$ cat src/rtl/gpo_seq_pkg.sv
// rtl/gpo_seq_pkg.sv - shared state, register map and bit positions for the gpo sequencer slot
package gpo_seq_pkg;

  typedef enum logic {IDLE, RUN} state_t;

  localparam logic [4:0] ADDR_CTRL    = 5'd0;
  localparam logic [4:0] ADDR_STATUS  = 5'd1;
  localparam logic [4:0] ADDR_LEN     = 5'd2;
  localparam logic [4:0] ADDR_PRESC   = 5'd3;
  localparam logic [4:0] ADDR_IDLEVAL = 5'd4;
  localparam logic [4:0] ENTRY_BASE   = 5'd16;

  localparam int CTRL_START = 0;
  localparam int CTRL_STOP  = 1;
  localparam int CTRL_LOOP  = 2;
`ifdef GPO_SEQ_IRQ_EN
  localparam int CTRL_IRQ_EN = 3;
`endif

  localparam int STAT_BUSY    = 0;
  localparam int STAT_DONE    = 1;
  localparam int STAT_IDX_LSB = 8;

endpackage

$ cat src/rtl/gpo_seq_tick.sv
// rtl/gpo_seq_tick.sv - prescaler producing one tick every presc+1 clocks while not cleared
module gpo_seq_tick #(
  parameter int PRESC_W = 16
) (
  input  logic               clk,
  input  logic               reset_n,
  input  logic               clr,
  input  logic [PRESC_W-1:0] presc,
  output logic               tick
);

  logic [PRESC_W-1:0] cnt_q;

  // >= rather than == so a live PRESC decrease below the count wraps at once
  assign tick = !clr && (cnt_q >= presc);

  always_ff @(posedge clk or negedge reset_n) begin
    if (!reset_n) begin
      cnt_q <= '0;
    end else if (clr || (cnt_q >= presc)) begin
      cnt_q <= '0;
    end else begin
      cnt_q <= cnt_q + PRESC_W'(1);
    end
  end

endmodule

$ cat src/rtl/gpo_seq_core.sv
// rtl/gpo_seq_core.sv - MMIO slot sequencing dout through a pattern/dwell table
// Optional irq output and CTRL irq_en bit enabled by GPO_SEQ_IRQ_EN.
module gpo_seq_core
  import gpo_seq_pkg::*;
#(
  parameter int W       = 8,
  parameter int DEPTH   = 16,
  parameter int PRESC_W = 16
) (
  input  logic         clk,
  input  logic         reset_n,
  input  logic         cs,
  input  logic         read,
  input  logic         write,
  input  logic [4:0]   addr,
  input  logic [31:0]  wr_data,
  output logic [31:0]  rd_data,
`ifdef GPO_SEQ_IRQ_EN
  output logic         irq,
`endif
  output logic [W-1:0] dout
);

  localparam int IDX_W = $clog2(DEPTH);

  state_t             state_q, state_d;
  logic [IDX_W-1:0]   idx_q, idx_d, idx_inc;
  logic [15:0]        dwell_cnt_q, dwell_cnt_d, dwell_cur, dwell_lim;
  logic [W-1:0]       dout_q, dout_d;
  logic               done_q, done_d;

  logic               loop_q;
  logic [IDX_W-1:0]   len_q;
  logic [PRESC_W-1:0] presc_q;
  logic [W-1:0]       idleval_q, idleval_d;
  logic [W-1:0]       pat_q   [DEPTH];
  logic [15:0]        dwell_q [DEPTH];

  logic               wr_en, ctrl_wr, start_cmd, stop_cmd, tick, tick_clr;
  logic [4:0]         ent_off;
  logic               ent_hit;
  logic [IDX_W-1:0]   ent_idx;
  logic               unused_wr;

  assign wr_en     = cs && write;
  assign ctrl_wr   = wr_en && (addr == ADDR_CTRL);
  // a combined start+stop write resolves to stop
  assign start_cmd = ctrl_wr && wr_data[CTRL_START] && !wr_data[CTRL_STOP];
  assign stop_cmd  = ctrl_wr && wr_data[CTRL_STOP];
  assign ent_off   = addr - ENTRY_BASE;
  assign ent_hit   = (addr >= ENTRY_BASE) && (ent_off < 5'(DEPTH));
  assign ent_idx   = ent_off[IDX_W-1:0];
  assign unused_wr = ^wr_data;

  assign idleval_d = (wr_en && addr == ADDR_IDLEVAL) ? wr_data[W-1:0] : idleval_q;
  assign idx_inc   = idx_q + IDX_W'(1);
  assign dwell_cur = dwell_q[idx_q];
  assign dwell_lim = (dwell_cur == 16'd0) ? 16'd0 : dwell_cur - 16'd1;
  assign tick_clr  = (state_q != RUN) || start_cmd || stop_cmd;
  assign dout      = dout_q;

  gpo_seq_tick #(.PRESC_W(PRESC_W)) u_tick (
    .clk     (clk),
    .reset_n (reset_n),
    .clr     (tick_clr),
    .presc   (presc_q),
    .tick    (tick)
  );

  always_ff @(posedge clk or negedge reset_n) begin
    if (!reset_n) begin
      loop_q    <= 1'b0;
      len_q     <= '0;
      presc_q   <= '0;
      idleval_q <= '0;
      for (int i = 0; i < DEPTH; i++) begin
        pat_q[i]   <= '0;
        dwell_q[i] <= '0;
      end
    end else begin
      idleval_q <= idleval_d;
      if (ctrl_wr) loop_q <= wr_data[CTRL_LOOP];
      if (wr_en && addr == ADDR_LEN) len_q <= wr_data[IDX_W-1:0];
      if (wr_en && addr == ADDR_PRESC) presc_q <= wr_data[PRESC_W-1:0];
      if (wr_en && ent_hit) begin
        pat_q[ent_idx]   <= wr_data[W-1:0];
        dwell_q[ent_idx] <= wr_data[31:16];
      end
    end
  end

  always_ff @(posedge clk or negedge reset_n) begin
    if (!reset_n) begin
      state_q     <= IDLE;
      idx_q       <= '0;
      dwell_cnt_q <= '0;
      dout_q      <= '0;
      done_q      <= 1'b0;
    end else begin
      state_q     <= state_d;
      idx_q       <= idx_d;
      dwell_cnt_q <= dwell_cnt_d;
      dout_q      <= dout_d;
      done_q      <= done_d;
    end
  end

  always_comb begin
    state_d     = state_q;
    idx_d       = idx_q;
    dwell_cnt_d = dwell_cnt_q;
    dout_d      = dout_q;
    done_d      = done_q;
    if (wr_en && addr == ADDR_STATUS) done_d = 1'b0;
    case (state_q)
      IDLE: begin
        dout_d = idleval_d;
        if (start_cmd) begin
          state_d     = RUN;
          idx_d       = '0;
          dwell_cnt_d = '0;
          dout_d      = pat_q[0];
          done_d      = 1'b0;
        end
      end
      RUN: begin
        if (stop_cmd) begin
          state_d = IDLE;
          dout_d  = idleval_d;
        end else if (start_cmd) begin
          idx_d       = '0;
          dwell_cnt_d = '0;
          dout_d      = pat_q[0];
          done_d      = 1'b0;
        end else if (tick) begin
          if (dwell_cnt_q >= dwell_lim) begin
            dwell_cnt_d = '0;
            // idx above a freshly shrunk LEN ends or loops like idx == LEN
            if (idx_q < len_q) begin
              idx_d  = idx_inc;
              dout_d = pat_q[idx_inc];
            end else if (loop_q) begin
              idx_d  = '0;
              dout_d = pat_q[0];
            end else begin
              state_d = IDLE;
              done_d  = 1'b1;
              dout_d  = idleval_d;
            end
          end else begin
            dwell_cnt_d = dwell_cnt_q + 16'd1;
          end
        end
      end
      default: state_d = IDLE;
    endcase
  end

`ifdef GPO_SEQ_IRQ_EN
  logic irq_en_q, irq_en_d, irq_q;

  assign irq_en_d = ctrl_wr ? wr_data[CTRL_IRQ_EN] : irq_en_q;
  assign irq      = irq_q;

  // built from next-state values so irq tracks done edge for edge
  always_ff @(posedge clk or negedge reset_n) begin
    if (!reset_n) begin
      irq_en_q <= 1'b0;
      irq_q    <= 1'b0;
    end else begin
      irq_en_q <= irq_en_d;
      irq_q    <= done_d && irq_en_d;
    end
  end
`endif

  always_comb begin
    rd_data = '0;
    if (cs && read) begin
      if (ent_hit) begin
        rd_data = {dwell_q[ent_idx], 16'(pat_q[ent_idx])};
      end else begin
        case (addr)
          ADDR_CTRL: begin
            rd_data[CTRL_LOOP] = loop_q;
`ifdef GPO_SEQ_IRQ_EN
            rd_data[CTRL_IRQ_EN] = irq_en_q;
`endif
          end
          ADDR_STATUS: begin
            rd_data[STAT_BUSY]            = (state_q == RUN);
            rd_data[STAT_DONE]            = done_q;
            rd_data[STAT_IDX_LSB +: 4]    = 4'(idx_q);
          end
          ADDR_LEN:     rd_data = 32'(len_q);
          ADDR_PRESC:   rd_data = 32'(presc_q);
          ADDR_IDLEVAL: rd_data = 32'(idleval_q);
          default:      rd_data = '0;
        endcase
      end
    end
  end

endmodule

$ cat config.mk
export PLATFORM = sky130hd
export DESIGN_NAME = gpo_seq_core
export DESIGN_NICKNAME = d
export VERILOG_FILES = /design/src/rtl/gpo_seq_pkg.sv /design/src/rtl/gpo_seq_tick.sv /design/src/rtl/gpo_seq_core.sv
export SDC_FILE = /design/constraint.sdc
export NUM_CORES = 1
export LEC_CHECK = 0
export ABC_CLOCK_PERIOD_IN_PS = 7900
export CAP_MARGIN = 20
export CELL_PAD_IN_SITES_DETAIL_PLACEMENT = 1
export CELL_PAD_IN_SITES_GLOBAL_PLACEMENT = 2
export CORE_MARGIN = 5
export CORE_UTILIZATION = 45
export CTS_CLUSTER_DIAMETER = 200
export CTS_CLUSTER_SIZE = 12
export DETAILED_ROUTE_END_ITERATION = 6
export HOLD_SLACK_MARGIN = 0.12
export PLACE_DENSITY = 0.8
export SLEW_MARGIN = 30
export SYNTH_ARGS = -nofsm -noshare
export SYNTH_HDL_FRONTEND = slang
export SYNTH_SLANG_ARGS = --single-unit
$ cat constraint.sdc
create_clock -name clk -period 7.9 [get_ports clk]
set_clock_uncertainty 0.2 [all_clocks]
set_input_delay 1.58 -clock clk [delete_from_list [all_inputs] [get_ports clk]]
set_output_delay 1.58 -clock clk [all_outputs]
set_load 0.005 [all_outputs]
==> metrics.md <==
| Metric | Value |
|---|---|
| Initial Util | between 40% and 50% |
| Die width | between 200 and 250 microns |
| Final nets | between 1.5k and 2k |
| Seq/Total Area, Yosys | roughly 45% |
| Final Instance Count excl. Fillers | about 2.6k |
| Die extent in y | 249 microns |
| Status | completed |
| CP arrival | roughly 6800 ps |
| Clk sink count | ~460 |
| Peak supply drop | 0.200 mV |
| Die ar. | slightly above 60000 sq um |
| Core Area | roughly 56000 sq um |
| Num ports | 82 |
| Synthesized area | about 26000 sq um |
| Worst Tran Pin Value | slightly above 900 ps |
| PortBufs | 81 |
| Crit share post-route | between 80% and 90% |
| Vias per cell | approximately 6.4 |
| Synth-to-Final Area Change | 10.3% |
| CTS Buf Count | 44 |
| Hold Violations, Final | 0 |
| RD Place Congestion | about 0.86 |
| Leak Pwr | ~0.012 uW |
| Type of the most critical hold path | flip-flop to flip-flop |
| CP Launch Type | flip-flop |
| Final Max Tran Viols | 0 |
| Worst-case hold slack | around 310 ps |
| Drt wl/cell | just under 30 microns |
| Crit. End Element | flip-flop |
| Hold Buf Count CTS | 0 |
| Max cap viols | 0 |
| Largest net degree at the start of global routing | between 100 and 150 |
| Cell Pwr Density | 271 nW/um^2 |
| Critical path fanouts, max | 45 |
| Fill cells | 5474 |
| Ys Warns | 0 |
| 1st-iter DRT viols | ~1.2k |
| Fmax | between 150 and 200 MHz |
| Final design utilization | 50.3% |
| DR pass1 iterations | 5 |
| Initial antenna violation count | 2 |
| Post-route minimum period | roughly 6500 ps |
| H-tree depth | 2 |
| Residual DRC | 0 |
| Cells after DPL | approximately 2.6k |
| Asr flop ratio synth | 100% |
| Vias in the first global route | between 15k and 20k |
| Root buffer cell | clkbuf_16 |
| Clock Latency Late Sink | approximately 600 ps |
| First-pass GRT wire length | roughly 120000 microns |
| GRT overflow | 0 |
| Mapped Cells | roughly 1.8k |
| DR vias | about 17k |
| Mapped Avg Cell Area | 14.0 sq um |
| EDFF count, synth | 0 |
| Post-Synthesis Net Count | roughly 1.9k |
| Setup TNS | 0 ps |
| Final HPWL DP | ~48000 microns |
| Final setup fails | 0 |
| Tot GR Track Use | about 24% |
| Worst rel slew slack | between 30% and 40% |
| Final WL | 75900 microns |
| Post-CTS sizing | 0 |
| Clock buffer depth | 3 |
| Main flop type after synthesis | dfrtp_1 |
| Row cnt | 87 |
| Clock-pin slew on the worst setup and hold paths | 60 ps |
| Routed Antenna Nets | 0 |
| Setup bufs post-CTS | 0 |
| Crit path kind | flip-flop to flip-flop |
| Unrepaired setup endpoints after global routing | no |
| CTS tree | yes |
| Layout cells sized above 1 | between 30% and 40% |
| Synth Register Bits | approximately 460 |
| Worst Path Required | approximately 8200 ps |
| Post-synthesis cell type count | 75 |
[cell usage in the layout (no fill, tap or decap), types with 15 or more instances in the layout]
cell	n
a21o_1	15
a21oi_1	24
a221oi_1	23
a22oi_1	22
and3_1	20
buf_4	33
clkbuf_16	45
clkdlybuf4s50_1	76
dfrtp_1	457
ha_1	40
inv_1	48
mux2_2	412
mux2i_1	49
mux4_2	193
nand2_1	47
nand3_1	21
nor2_1	48
nor2b_1	24
o21ai_0	26
o22ai_1	18
xor2_1	15
[critical path: stages (launching register included)]
cell      delay (ps)
dfrtp_4          980
mux4_1           650
a22o_1           250
a221oi_2         540
nand3_2          210
nor4_1           570
a21oi_1          260
ha_1             340
nand2b_1          90
a21o_1           110
a211oi_1          70
or4_1            530
a31oi_1          700
a21boi_1         430
a221o_1          450
[through the flow]
stage | area, sq um | worst slack, ps | total power [uW]
finish | 28400 | 1360 | 7700
global route | 28400 | 925 | 8110
CTS | 28300 | 1320 | 7740
detailed placement | 27200 | 1320 | 5800
global placement | 27200 | 1380 | 5680
floorplan | 25700 | 2350 | 4890
[cells in the mapped netlist (10+ instances only)]
master | count | area [sq um]
a221oi_1 | 23 | 201
nand4_1 | 11 | 68.8
mux2_2 | 412 | 4640
mux4_1 | 11 | 289
nand3_1 | 22 | 110
o21ai_0 | 26 | 130
mux2i_1 | 49 | 490
buf_2 | 32 | 160
buf_1 | 15 | 56.3
and3_1 | 20 | 125
clkbuf_1 | 90 | 338
a21oi_1 | 24 | 120
a22oi_1 | 22 | 165
nand2_1 | 48 | 180
nor2_1 | 57 | 214
ha_1 | 40 | 500
nand2b_1 | 14 | 87.6
and2_1 | 10 | 62.6
mux4_2 | 193 | 4350
xnor2_1 | 10 | 87.6
nor3_1 | 10 | 50.1
xor2_1 | 15 | 131
inv_1 | 48 | 180
dfrtp_1 | 459 | 11500
o22ai_1 | 18 | 113
a21o_1 | 15 | 113
nor2b_1 | 24 | 150
[routing by layer]
| metal | track usage, % | share of wire, % | up-vias |
|---|---|---|---|
| li1 | - | - | 7068 |
| met1 | 34.9 | 45 | 9001 |
| met2 | 39.0 | 48 | 420 |
| met3 | 4.27 | 5.1 | 117 |
| met4 | 5.77 | 2.5 | 0 |
| met5 | 0 | 0 | - |
[final timing paths]
check / start / endpoint / slack (ps) / depth (start not counted)
max in group asynchronous: reset_n / pat_q[85]$_DFFE_PN0P_ / 5200 / 3
worst min register to register: done_q$_DFF_PN0_ / done_q$_DFF_PN0_ / 310 / 1
worst max-delay path: idx_q[0]$_DFFE_PN0P_ / dout[2]$_DFFE_PN0P_ / 1360 / 14
worst max register to register: idx_q[0]$_DFFE_PN0P_ / dout[2]$_DFFE_PN0P_ / 1360 / 14
worst min-delay path: done_q$_DFF_PN0_ / done_q$_DFF_PN0_ / 310 / 1
min in group asynchronous: reset_n / dwell_cnt_q[13]$_DFFE_PN0P_ / 710 / 1
[state kept, by name, summed over array words and instances (netlist names)]
signal,count
dwell_q,256
pat_q,128
dwell_cnt_q,16
presc_q,16
u_tick.cnt_q,16
dout,8
idleval_q,8
idx_q,4
len_q,4
done_q,1
loop_q,1
state_q,1
[report_power, final]
group	total (uW)	switching [uW]	internal, uW
clock	1920	906	1010
sequential	2970	293	2670
combinational	2820	1560	1250
[kinds of logic after synthesis]
group | synth area share [%]
AO/OA/AOI/OAI | 5.53
XOR/XNOR | 0.850
adder cells (fa/ha/maj) | 1.94
buffers and inverters | 3.56
flip-flops | 44.6
multiplexers | 38.0
AND/OR/NAND/NOR | 5.53
[cell type report]
| class | count | area (sq um) | area share [%] |
|---|---|---|---|
| diodes | 1 | 2.50 | 0.00881 |
| clock buffers | 46 | 1130 | 3.98 |
| clock inverters | 3 | 28.8 | 0.101 |
| inverters | 48 | 180 | 0.634 |
| multi-input cells | 1180 | 13400 | 47.4 |
| flip-flops and latches | 459 | 11500 | 40.5 |
| well taps | 756 | 946 | 3.33 |
| repair buffers | 120 | 1170 | 4.14 |
No activity file was read; power rests on OpenSTA's default activity.
